--- src/rtl/softmax_seq_ctrl.sv ---
// Three-pass softmax sequencer (max search, exp-sum, normalise) for the STAR datapath.
// Optional cycle counter on perf_cycles is enabled by defining SOFTMAX_SEQ_PERF_EN.
module softmax_seq_ctrl #(
  parameter int N  = 256,
  parameter int AW = 9,
  parameter int LW = 16,
  parameter int SW = 24
) (
  input  logic          clk,
  input  logic          reset,
  input  logic          start,
  output logic          data_req,
  output logic [AW-1:0] data_addr,
  input  logic [7:0]    data,
  output logic          lut_req,
  output logic [7:0]    lut_addr,
  input  logic [LW-1:0] lut_data,
  output logic          div_start,
  output logic [LW-1:0] div_num,
  output logic [SW-1:0] div_den,
  input  logic          div_done,
  input  logic [7:0]    div_q,
  output logic          out_valid,
  output logic [AW-1:0] out_addr,
  output logic [7:0]    out_data,
  output logic          busy,
  output logic          finish,
  output logic [31:0]   perf_cycles,
  output logic [3:0]    dbg_state
);

  typedef enum logic [3:0] {
    S_IDLE, S_MAX, S_EXP, S_EXP_DRAIN, S_NORM_RD,
    S_NORM_LUT, S_NORM_DIV, S_NORM_WAIT, S_ZERO_WR, S_DONE
  } state_t;

  state_t          state_q, state_n;
  logic [AW-1:0]   idx_q, idx_n;
  logic [7:0]      max_q, max_n;
  logic [SW-1:0]   sum_q, sum_n, sum_acc;
  logic            last, start_ok;

  // Strobe semantics: data_req/lut_req/div_start/out_valid are single-cycle
  // qualifiers with no back-pressure; data and lut_data are sampled at the
  // closing edge of the cycle in which the matching request is high, div_done
  // is only honoured in NORM_WAIT. Address/data buses hold when idle.
  logic            data_req_n, lut_req_n, div_start_n, out_valid_n, busy_n, finish_n;
  logic [AW-1:0]   data_addr_n, out_addr_n;
  logic [7:0]      lut_addr_n, out_data_n;
  logic [LW-1:0]   div_num_n;
  logic [SW-1:0]   div_den_n;

  assign last      = (idx_q == AW'(N - 1));
  assign sum_acc   = sum_q + SW'(lut_data);
  assign start_ok  = start && (state_q == S_IDLE || state_q == S_DONE);
  assign dbg_state = state_q;

  always_comb begin
    state_n     = state_q;
    idx_n       = idx_q;
    max_n       = max_q;
    sum_n       = sum_q;
    data_req_n  = 1'b0;
    data_addr_n = data_addr;
    lut_req_n   = 1'b0;
    lut_addr_n  = lut_addr;
    div_start_n = 1'b0;
    div_num_n   = div_num;
    div_den_n   = div_den;
    out_valid_n = 1'b0;
    out_addr_n  = out_addr;
    out_data_n  = out_data;
    case (state_q)
      S_IDLE, S_DONE: begin
        if (start) begin
          state_n     = S_MAX;
          idx_n       = '0;
          data_req_n  = 1'b1;
          data_addr_n = '0;
        end
      end
      S_MAX: begin
        max_n = (idx_q == '0 || data > max_q) ? data : max_q;
        data_req_n = 1'b1;
        if (last) begin
          state_n     = S_EXP;
          idx_n       = '0;
          sum_n       = '0;
          data_addr_n = '0;
        end else begin
          idx_n       = idx_q + AW'(1);
          data_addr_n = idx_q + AW'(1);
        end
      end
      S_EXP: begin
        lut_req_n  = 1'b1;
        lut_addr_n = max_q - data;
        if (lut_req) sum_n = sum_acc;
        if (last) begin
          state_n = S_EXP_DRAIN;
        end else begin
          idx_n       = idx_q + AW'(1);
          data_req_n  = 1'b1;
          data_addr_n = idx_q + AW'(1);
        end
      end
      S_EXP_DRAIN: begin
        // The last exp value arrives this cycle, so decide on the updated sum.
        sum_n = sum_acc;
        idx_n = '0;
        if (sum_acc != '0) begin
          state_n     = S_NORM_RD;
          data_req_n  = 1'b1;
          data_addr_n = '0;
        end else begin
          state_n     = S_ZERO_WR;
          out_valid_n = 1'b1;
          out_addr_n  = '0;
          out_data_n  = 8'h00;
        end
      end
      S_NORM_RD: begin
        state_n    = S_NORM_LUT;
        lut_req_n  = 1'b1;
        lut_addr_n = max_q - data;
      end
      S_NORM_LUT: begin
        state_n     = S_NORM_DIV;
        div_start_n = 1'b1;
        div_num_n   = lut_data;
        div_den_n   = sum_q;
      end
      S_NORM_DIV: state_n = S_NORM_WAIT;
      S_NORM_WAIT: begin
        if (div_done) begin
          out_valid_n = 1'b1;
          out_addr_n  = idx_q;
          out_data_n  = div_q;
          if (last) begin
            state_n = S_DONE;
          end else begin
            state_n     = S_NORM_RD;
            idx_n       = idx_q + AW'(1);
            data_req_n  = 1'b1;
            data_addr_n = idx_q + AW'(1);
          end
        end
      end
      S_ZERO_WR: begin
        if (last) begin
          state_n = S_DONE;
        end else begin
          idx_n       = idx_q + AW'(1);
          out_valid_n = 1'b1;
          out_addr_n  = idx_q + AW'(1);
          out_data_n  = 8'h00;
        end
      end
      default: state_n = S_IDLE;
    endcase
    busy_n   = !(state_n == S_IDLE || state_n == S_DONE);
    finish_n = (state_n == S_DONE);
  end

  always_ff @(posedge clk or negedge reset) begin
    if (!reset) begin
      state_q   <= S_IDLE;
      idx_q     <= '0;
      max_q     <= '0;
      sum_q     <= '0;
      data_req  <= 1'b0;
      data_addr <= '0;
      lut_req   <= 1'b0;
      lut_addr  <= '0;
      div_start <= 1'b0;
      div_num   <= '0;
      div_den   <= '0;
      out_valid <= 1'b0;
      out_addr  <= '0;
      out_data  <= '0;
      busy      <= 1'b0;
      finish    <= 1'b0;
    end else begin
      state_q   <= state_n;
      idx_q     <= idx_n;
      max_q     <= max_n;
      sum_q     <= sum_n;
      data_req  <= data_req_n;
      data_addr <= data_addr_n;
      lut_req   <= lut_req_n;
      lut_addr  <= lut_addr_n;
      div_start <= div_start_n;
      div_num   <= div_num_n;
      div_den   <= div_den_n;
      out_valid <= out_valid_n;
      out_addr  <= out_addr_n;
      out_data  <= out_data_n;
      busy      <= busy_n;
      finish    <= finish_n;
    end
  end

`ifdef SOFTMAX_SEQ_PERF_EN
  always_ff @(posedge clk or negedge reset) begin
    if (!reset)        perf_cycles <= '0;
    else if (start_ok) perf_cycles <= '0;
    else if (busy)     perf_cycles <= perf_cycles + 32'd1;
  end
`else
  logic unused_start_ok;
  assign unused_start_ok = start_ok;
  assign perf_cycles     = '0;
`endif

endmodule

--- config.mk ---
export PLATFORM = sky130hd
export DESIGN_NAME = softmax_seq_ctrl
export DESIGN_NICKNAME = d
export VERILOG_FILES = /design/src/rtl/softmax_seq_ctrl.sv
export SDC_FILE = /design/constraint.sdc
export NUM_CORES = 1
export LEC_CHECK = 0
export CAP_MARGIN = 10
export CORE_AREA = 2 2 140 142
export DETAILED_ROUTE_END_ITERATION = 7
export DIE_AREA = 0 0 142 144
export SLEW_MARGIN = 0
export SYNTH_ARGS = -nofsm -noshare
export SYNTH_HDL_FRONTEND = slang
export SYNTH_SLANG_ARGS = --single-unit
--- constraint.sdc ---
create_clock -name clk -period 6.68 [get_ports clk]
set_clock_uncertainty 0.05 [all_clocks]
set_input_delay 1.336 -clock clk [delete_from_list [all_inputs] [get_ports clk]]
set_output_delay 1.336 -clock clk [all_outputs]
set_load 0.005 [all_outputs]
==> impl_metrics.toml <==
[finish]
antenna_cells = 0
fin_nets = 865
area_growth_pct = 25.0
drive_gt1_share_pct = 13.1
fin_cells = 1049

[global_route]
grt_pass1_vias = 5243
grt_overflow = 0
grt_pass1_wl_mm = 27.8
antenna_found_initial = 0
grt_max_degree = 79
track_usage_pct = 17.2

[drt]
antenna_left = 0
drc_errors = 0
drt_iter0_drc = 296
wl_mm = 16.8
first_pass_iters = 5
via_per_inst = 5.15
wl_per_cell_um = 16.0
num_vias = 5404

[pwr]
peakVddDrop_uv = 177
power_density_nw_per_um2 = 245
p_leak_nw = 4.08
power.total_mw = 2.16

[logic_synthesis]
ys_ff_latch = 125
yosysTopAreaCellShare_pct = 44.2
synth_area_per_cell_um2 = 10.2
synthArstFlopShare_pct = 100
yosysSeqAreaShare_pct = 44.2
synth.area.top_cells = "dfrtp_1, mux2_2, ha_1"
synth-main-ff-cell = "dfrtp_1"
yosysWarnings = 0
synth_edf_count = 0
mappedNetlistArea_um2 = 7080
yosys.area.top_type = "dfrtp_1"
yosysUniqueCellTypes = 65
synth_cells = 696

[sta]
rsz0062_at_grt = "false"
drv_slew = 0
period_share_pct = 67.1
setup_viol = 0
hold_slack_ns = 0.427
final.setup.worst_slack_ns = 2.20
hold_viol = 0
worstMarginPinSlew_ns = 1.05
fin_tns_setup_ns = 0
slew-limit-headroom_pct = 29.7
min_period_ns = 4.48
max_freq_mhz = 223

[worst_hold_path]
hold_class = "reg2reg"

[clock_tree]
cts_buffer_depth = 2
numClockSinks = 125
cts_resized = 0
cts_root_buf = "clkbuf_16"
insertion_delay_ns = 0.42
cts_tree = "built"
clkTransAtPathRegs_ns = 0.06
postCtsSetupBuffers = 0
cts-htree-levels = 4
cts_buffers = 17
cts_hold_buf = 0

[setup_path]
worstPathRequired_ns = 6.94
cp_cell_sequence = "clkdlybuf4s50_1 -> ha_1 -> fa_1 -> a211oi_2 -> o211ai_2 -> a31o_1 -> a21oi_1 -> xor2_1 -> and4b_1 -> nand4_1 -> and2_4 -> inv_12 -> mux2_4"
path_max_fanout = 10
critical_path_arrival_ns = 4.74
slowest_delay_ns = 0.44
path_delay_family = "compound AO/OA/AOI/OAI gates"
path_class = "in2reg"
cp-end-kind = "flop"
slowest_stage = "fa_1"
start_kind = "primary input"
cp_num_buf_inv = 2

[die]
io-pin-count = 152
row_count = 51
initial_core_util_pct = 37.1
dieHeight_um = 144
die_x_um = 142
coreArea_um2 = 19100
die_area_um2 = 20400

[placed_design]
pre_cts_slack_ns = 1.79
hpwl_mm = 12.1
port_buffers = 119
place.gp.congestion = 0.855
dp.cells = 1018

[outcome]
status = "finished clean"

[job]
drv_cap = 0
-- worst reg2reg max path, cell delays in order, from the launching register on --
cell      delay, ns
dfrtp_1        0.40
ha_1           0.24
fa_1           0.44
a211oi_2       0.34
o211ai_2       0.23
a31o_1         0.27
a21oi_1        0.17
xor2_1         0.22
and4b_1        0.24
nand4_1        0.16
and2_4         0.25
inv_12         0.11
mux2_4         0.30
-- cell usage after synthesis, types with 4 or more instances --
| cell type | count |
|---|---|
| clkbuf_1 | 27 |
| xnor2_1 | 10 |
| and3_1 | 9 |
| o211ai_1 | 4 |
| o2bb2ai_1 | 4 |
| dfrtp_1 | 125 |
| mux2_4 | 9 |
| a21oi_2 | 6 |
| nand2_1 | 66 |
| a21oi_1 | 31 |
| nand3_1 | 15 |
| nor2_1 | 36 |
| xor2_1 | 19 |
| buf_4 | 32 |
| buf_2 | 6 |
| mux2_2 | 47 |
| a21o_1 | 14 |
| a22o_1 | 26 |
| o31ai_1 | 11 |
| o21ai_0 | 52 |
| nand4_1 | 12 |
| o21ai_1 | 4 |
| nand2b_1 | 5 |
| inv_1 | 28 |
| ha_1 | 28 |
| nor3_1 | 9 |
-- power by group --
part | internal [mW] | switching [mW] | total, mW
Sequential | 0.821 | 0.0577 | 0.878
Clock | 0.516 | 0.342 | 0.858
Combinational | 0.216 | 0.211 | 0.427
-- through the flow --
step | cell area [µm²] | utilization [%]
6_report | 8840 | 46.4
5_1_grt | 8840 | 46.4
4_1_cts | 8840 | 46.4
3_5_place_dp | 8300 | 43.5
3_3_place_gp | 8300 | 43.5
2_1_floorplan | 7190 | -
-- cell families (layout without fill, tap and decap cells) --
group           Yosys count  after routing  synth area share, %
other cells               1             32               0.0530
simple gates            170            170                 11.5
fa+ha+maj                31             31                 5.66
xor+xnor                 29             29                 3.59
flops                   125            125                 44.2
buf+inv                  97            181                 7.27
mux                      59             59                 9.81
compound gates          184            184                 17.9
-- sequential cells by signal, summed over array words and instances (netlist names) --
register	count
out_addr	9
finish	1
dbg_state	4
div_den	24
out_data	8
lut_req	1
div_start	1
out_valid	1
lut_addr	8
div_num	16
data_addr	9
data_req	1
busy	1
max_q	8
idx_q	9
sum_q	24
-- path summary, 6_finish.rpt --
| kind | startpoint | to | slack, ns | depth (start not counted) |
|---|---|---|---|---|
| setup reg to reg | sum_q[0] | out_addr[0] | 3.17 | 12 |
| hold / removal | lut_addr[3] | lut_addr[3] | 0.43 | 2 |
| setup / recovery | lut_data[0] | out_addr[0] | 2.20 | 13 |
| hold reg to reg | lut_addr[3] | lut_addr[3] | 0.43 | 2 |
| max in group asynchronous | reset | data_req | 4.34 | 2 |
| min in group asynchronous | reset | div_num[8] | 1.04 | 1 |
-- per-layer routing --
| layer | track usage [%] | wire [µm] |
|---|---|---|
| met5 | 0 | 0 |
| met3 | 4.57 | 1000 |
| met2 | 24.4 | 7150 |
| met1 | 25.3 | 8410 |
| met4 | 5.84 | 225 |
-- layout make-up --
cell class / count / area, µm²
clock inverter: 11 / 95.1
multi-input combinational: 505 / 3550
tap: 238 / 298
sequential: 125 / 3130
clock buffer: 20 / 447
timing repair buffer: 121 / 1200
inverter: 29 / 121
fill: 1809 / 10200
-- layout by cell type, fill, tap and decap left out, drive strengths merged, types with 4 or more instances in the layout --
cell,n
dfrtp,125
nand2,66
inv,30
nand3,15
nor3,10
mux2,56
xnor2,10
conb,32
clkbuf,20
o21ai,56
clkinv,6
xor2,19
clkdlybuf4s50,118
a21oi,37
nand4,12
nor2,36
nand2b,5
a22o,26
o31ai,11
ha,28
nor4,4
o211ai,7
a21o,14
o2bb2ai,4
and3,9
Power figures use the tool's default switching activity.
